--- src/rtl/dmem_access_ctrl.sv ---
// dmem_access_ctrl
//   Sequences the data-memory access of the instruction held in the EX->MEM
//   pipeline register over a req/ack memory port. While an access is in
//   flight it stalls the upstream pipeline registers. When the access
//   completes it releases the stall for exactly one cycle (DONE).
//
//   Optional feature: define DMEM_TIMEOUT_EN to abort an access that has
//   waited TIMEOUT cycles without an ack. An abort pulses dmem_err and, for
//   loads, returns load_data=0.
//
// Parameters
//   AW       address width
//   DW       data width (byte enables are DW/8 wide)
//   TIMEOUT  WAIT cycles before abort (DMEM_TIMEOUT_EN only), >= 1
//
// Ports
//   clk, reset                     clock, async active-high reset
//   mem_valid/load/be/addr/wdata   MEM-stage instruction fields
//   mem_flush                      kill the MEM-stage instruction (IDLE only)
//   dmem_req/we/be/addr/wdata      registered memory request
//   dmem_ack, dmem_rdata           memory completion and read data
//   pipe_stall                     hold the upstream pipeline registers
//   load_valid, load_data          one-cycle load result for MEM/WB
//   dmem_err                       one-cycle abort pulse
module dmem_access_ctrl #(
  parameter int AW      = 32,
  parameter int DW      = 32,
  parameter int TIMEOUT = 16
) (
  input  logic            clk,
  input  logic            reset,
  input  logic            mem_valid,
  input  logic            mem_load,
  input  logic [DW/8-1:0] mem_be,
  input  logic [AW-1:0]   mem_addr,
  input  logic [DW-1:0]   mem_wdata,
  input  logic            mem_flush,
  output logic            dmem_req,
  output logic            dmem_we,
  output logic [DW/8-1:0] dmem_be,
  output logic [AW-1:0]   dmem_addr,
  output logic [DW-1:0]   dmem_wdata,
  input  logic            dmem_ack,
  input  logic [DW-1:0]   dmem_rdata,
  output logic            pipe_stall,
  output logic            load_valid,
  output logic [DW-1:0]   load_data,
  output logic            dmem_err
);

  if (TIMEOUT < 1) begin : g_bad_timeout
    $error("dmem_access_ctrl: TIMEOUT must be >= 1");
  end

  typedef enum logic [1:0] {IDLE, WAIT, DONE} state_t;
  state_t state;

  // A load wins over nonzero byte enables.
  logic access;
  assign access = mem_valid & ~mem_flush & (mem_load | (|mem_be));

`ifdef DMEM_TIMEOUT_EN
  localparam int CW = (TIMEOUT > 1) ? $clog2(TIMEOUT) : 1;
  logic [CW-1:0] count;
`endif

  always_ff @(posedge clk or posedge reset) begin
    if (reset) begin
      state      <= IDLE;
      dmem_req   <= 1'b0;
      dmem_we    <= 1'b0;
      dmem_be    <= '0;
      dmem_addr  <= '0;
      dmem_wdata <= '0;
      load_valid <= 1'b0;
      load_data  <= '0;
      dmem_err   <= 1'b0;
`ifdef DMEM_TIMEOUT_EN
      count      <= '0;
`endif
    end else begin
      // Result pulses last only for the DONE cycle.
      load_valid <= 1'b0;
      dmem_err   <= 1'b0;
      case (state)
        IDLE: begin
          if (access) begin
            dmem_req   <= 1'b1;
            dmem_we    <= ~mem_load;
            dmem_be    <= mem_load ? '1 : mem_be;
            dmem_addr  <= mem_addr;
            dmem_wdata <= mem_wdata;
            state      <= WAIT;
          end
        end
        WAIT: begin
          // Request fields are frozen; mem_flush has no effect once on the bus.
          if (dmem_ack) begin
            dmem_req <= 1'b0;
            if (!dmem_we) begin
              load_data  <= dmem_rdata;
              load_valid <= 1'b1;
            end
            state <= DONE;
`ifdef DMEM_TIMEOUT_EN
            count <= '0;
          end else if (count == CW'(TIMEOUT - 1)) begin
            // Abort: the ack check above gives a same-cycle ack priority.
            dmem_req <= 1'b0;
            dmem_err <= 1'b1;
            if (!dmem_we) begin
              load_data  <= '0;
              load_valid <= 1'b1;
            end
            count <= '0;
            state <= DONE;
          end else begin
            count <= count + 1'b1;
`endif
          end
        end
        // Inputs still show the completed instruction; never restart here.
        default: state <= IDLE;
      endcase
    end
  end

  // Stall is combinational so the IDLE-cycle request fields cannot move
  // before they are latched. It is forced low while reset is held.
  always_comb begin
    pipe_stall = 1'b0;
    if (!reset) begin
      case (state)
        IDLE:    pipe_stall = access;
        WAIT:    pipe_stall = 1'b1;
        default: pipe_stall = 1'b0;
      endcase
    end
  end

endmodule

--- config.mk ---
export PLATFORM = sky130hd
export DESIGN_NAME = dmem_access_ctrl
export DESIGN_NICKNAME = d
export VERILOG_FILES = /design/src/rtl/dmem_access_ctrl.sv
export SDC_FILE = /design/constraint.sdc
export NUM_CORES = 1
export LEC_CHECK = 0
export CAP_MARGIN = 20
export CORE_UTILIZATION = 35
export CTS_CLUSTER_SIZE = 20
export DETAILED_ROUTE_END_ITERATION = 8
export GPL_TIMING_DRIVEN = 0
export PLACE_DENSITY = 0.72
export RECOVER_POWER = 50
export SETUP_SLACK_MARGIN = 0.05
export SLEW_MARGIN = 30
export SYNTH_ARGS = -nofsm -noshare
export SYNTH_HDL_FRONTEND = slang
export SYNTH_SLANG_ARGS = --single-unit
--- constraint.sdc ---
create_clock -name clk -period 3.52 [get_ports clk]
set_input_delay 0.704 -clock clk [delete_from_list [all_inputs] [get_ports clk]]
set_output_delay 0.704 -clock clk [all_outputs]
set_load 0.005 [all_outputs]
Word-level counts from Yosys, hierarchy flattened
Cells that the tools add are included.
Cells by class
  eq/ne operators: 3
  reduce and logical (&&, ||, !) cells: 7
  bitwise operators: 6
  muxes and demuxes: 12
Operator list (number)
  1-bit two-way mux: 6
  3-bit AND reduction: 2
  2-bit two-way mux: 2
  4-bit two-way mux: 1
  2-bit != test (second input constant): 2
  1-bit case mux with 2 select lines: 2
  2-bit case mux with 2 select lines: 1
  2-bit AND reduction: 2
  4-bit OR reduction: 1
  1-bit inverter: 3
  1-bit bitwise AND: 2
  2-bit by 1-bit equality test with 1-bit output (second input constant): 1
  2-bit logical NOT: 1
  2-bit nonzero test: 1
  1-bit OR: 1
Word-level totals
  register bits after elaboration: 105
  input port bits: 106

Longest topological paths before layout
  depth in word-level cells: 5
  mapped depth: 5
  mapped depth without buffers: 3

Worst setup path after synthesis
OpenSTA, ideal clock, no wires.
  path type: input to output
  start point: input port mem_flush
  end point: output port pipe_stall
  cell stages on the path: 5
  buffers on the path: 2
  required time: 2816 ps
  path slack: 1013 ps
  data arrival time: 1803 ps
  cells stage by stage: or4b_4 -> a21oi_4 -> buf_6 -> buf_6 -> o21a_1
Between the ends
  longest elaborated chain between the ends: 5
Ends and longest elaborated chain
  start: declaration: line 37  | input logic mem_flush,
  1-bit inverter: line 60  | assign access = mem_valid & ~mem_flush & (mem_load | (|mem_be));
  1-bit bitwise AND (2 in series): line 60
  1-bit case mux with 2 select lines: line 133  | case (state)
  1-bit two-way mux: line 132  | if (!reset) begin
  end: declaration: line 45  | output logic pipe_stall,
No other way between the ends.

Final worst setup path
  start point: input port mem_valid
  end point: output port pipe_stall
Between the ends
  longest elaborated chain between the ends: 4
Ends and longest elaborated chain
  start: declaration: line 32  | input logic mem_valid,
  1-bit bitwise AND (2 in series): line 60
  1-bit case mux with 2 select lines: line 133
  1-bit two-way mux: line 132
No other way between the ends.

==> results.tsv <==
metric	value	unit
status	finished, violations left	
failing checks	capacitance limit, slew limit	
Yosys top cell area share	0.662	
Synth area leader	dfrtp_1	
core box area	0.0109	mm^2
grt ovf	0	
die area	0.0118	mm^2
Req. time, crit path	2820	ps
period utilization	0.959	
Die Span X	109	um
First DRT Iteration DRCs	64	
vias in the first global route	3090	
first-pass GRT wire length	15100	um
clock skew	4.53	ps
Arrival @ worst endpoint	2670	ps
most common cell after layout, fill and taps aside	clkdlybuf4s50_1	
Antenna diodes	0	
Post-Synthesis Cells	242	
IO Port Bufs	209	
Antenna Violating Nets Remaining	0	
clk sink count	105	
Final Hold Fails	0	
R2R Setup Slk	1480	ps
# hold bufs at CTS	0	
fillers	923	
WL/cell	15.9	um
unrepaired setup endpoints after global routing	false	
Detailed Route WL	9650	um
highest-count cells in the layout ignoring fill and taps	161 x clkdlybuf4s50_1, 105 x dfrtp_1, 91 x mux2_2, 48 x dlygate4sd3_1, 9 x clkbuf_16	
HPWL Detailed	7280	um
Place WS	-132	ps
# DRC	0	
CTS H-tree lvls	3	
Syn Std Cell Area	0.00397	mm^2
PD cells	645	mW/mm^2
Finished Cell Area	0.00654	mm^2
Hold Path End	dmem_req	
maxcap violations	1	
share of layout cells above drive strength 1	0.253	
Sw Ratio	0.243	
Starting Density	0.363	
Int Pwr	3.20	mW
TritonCTS Buffers	9	
fin crit period	3370	ps
relative slew slack	-0.438	
sequential share of the synthesized area	0.662	
routability cong.	0.707	
nets	570	
standard-cell rows	38	
sequential share of power	0.432	
peak supply drop	0.327	mV
Die H	109	um
DP Area	0.00627	mm^2
flops & latches, synth	105	
fmax	0.296	GHz
Initial DRT Pass Iterations	4	
clock power share	0.219	
critical hold path startpoint	dmem_req	
Syn. warnings	0	
synthesized net count	348	
Worst Max-Slew Pin Slew	2160	ps
NetSw	1.02	mW
Final Util	0.598	
final setup fails	0	
Clock Path Buffers	2	
startpoint types	input pin	
distinct cell type count after synthesis	23	
Final Max Tran Viols	56	
Synth Area per Inst	16.4	um^2
Worst Path Class, Setup	in2out	
Clock transition at path regs	60	ps
TritonCTS clock tree	built	
critical-path maximum fanout	11	
synth-to-layout area growth	64.7	%
Worst R2R Start	state[1]	
vias per cell	4.72	
path depth of the worst reg2reg path	5	
Hold Crit Depth	1	
RR Endpoint	dmem_addr[29]	
HP Class	reg2reg	
# IOs	211	
largest net degree at the start of global routing	57	
Skew-Pair Late Insertion Delay	340	ps
Leak	2.73	nW
clock root buffer	clkbuf_16	
Comb pwr share	0.348	
crit path capture type	output pin	
via count	2863	
Tot GR Track Use	0.170	
synth top area cells	dfrtp_1 66%, mux2_2 26%, mux2_1 1.4%, buf_4 1.1%, o21ai_0 0.76%	
Final WS setup	145	ps
initial antenna violation count	0	
timing repair:
action | 4_1_cts | 5_1_grt
endpoints found under the setup margin | 1 | 0
gates resized for setup | 1 | 0
buffers inserted | 2 | 0
registers in the layout, indices dropped and copies added, names as in the netlist:
signal	count
load_data	32
dmem_be	4
dmem_req	1
state	2
dmem_wdata	32
load_valid	1
dmem_we	1
dmem_addr	32
critical path: stages:
cell and delay [ps]:
clkdlybuf4s50_1 470, or4b_4 500, a21oi_4 190, buf_8 170, o21a_1 120, clkdlybuf4s50_1 500
power groups by stage:
stage	registers [mW]	logic [mW]	clock network [mW]
final	1.82	1.47	0.925
after global routing	1.89	1.59	1.01
after CTS	1.84	1.57	0.959
after detailed placement	1.86	1.56	0
after global placement	1.83	1.53	0
after floorplan	1.88	0.442	0
area by class of cell:
| cell class | instances | area (um^2) | share of cell area |
|---|---|---|---|
| Clock buffer | 13 | 270 | 0.0413 |
| Sequential cell | 105 | 2630 | 0.402 |
| Multi-Input combinational cell | 122 | 1250 | 0.190 |
| Inverter | 4 | 15.0 | 0.00229 |
| Timing Repair Buffer | 212 | 2130 | 0.326 |
| Tap cell | 140 | 175 | 0.0268 |
| Buffer | 10 | 73.8 | 0.0113 |
through the flow:
step           TNS (ps)  power [mW]  hold slack, ps  std cells
5_1_grt               0        4.48             499        606
6_report              0        4.22             473        606
3_5_place_dp       -132        3.42             468        592
3_3_place_gp    -159930        3.36             459        591
4_1_cts               0        4.37             483        606
2_1_floorplan         0        2.32             474        242
per-layer routing:
metal,wire (um),vias up,global-route usage,share of wire
met5,0,-,0,0
met4,228,0,0.0840,0.024
met3,956,17,0.0639,0.099
met2,4770,129,0.284,0.49
met1,3700,1428,0.190,0.38
li1,-,1289,-,-
how the worst max path moves through the flow:
stage / startpoint / cells after the start / to
3_3_place_gp: reset / 2 / dmem_wdata[9]
5_1_grt: mem_valid / 6 / pipe_stall
2_1_floorplan: reset / 1 / dmem_addr[0]
6_report: mem_valid / 6 / pipe_stall
3_5_place_dp: mem_flush / 7 / pipe_stall
4_1_cts: mem_valid / 6 / pipe_stall
cells by family after synthesis:
logic type	after synthesis	synth area share
AND/OR/NAND/NOR	13	0.0202
buffers and inverters	15	0.0246
AO/OA/AOI/OAI	11	0.0180
other	1	0.000944
flip-flops	105	0.662
multiplexers	97	0.275
synthesized netlist by cell type:
cell type / count
buf_2: 3
buf_6: 2
nor3_1: 2
conb_1: 1
o21a_1: 1
nor4b_1: 1
mux2_1: 5
a21oi_4: 1
a21oi_1: 2
nand3b_1: 1
dfrtp_1: 105
or2_2: 1
mux2i_1: 1
or4_1: 1
inv_1: 4
or4b_4: 1
nand2_1: 1
mux2_2: 91
o21ai_0: 6
a21o_1: 1
buf_4: 6
nor3b_1: 1
nor2_1: 4
Note: power is estimated with default switching activity, not from simulation.
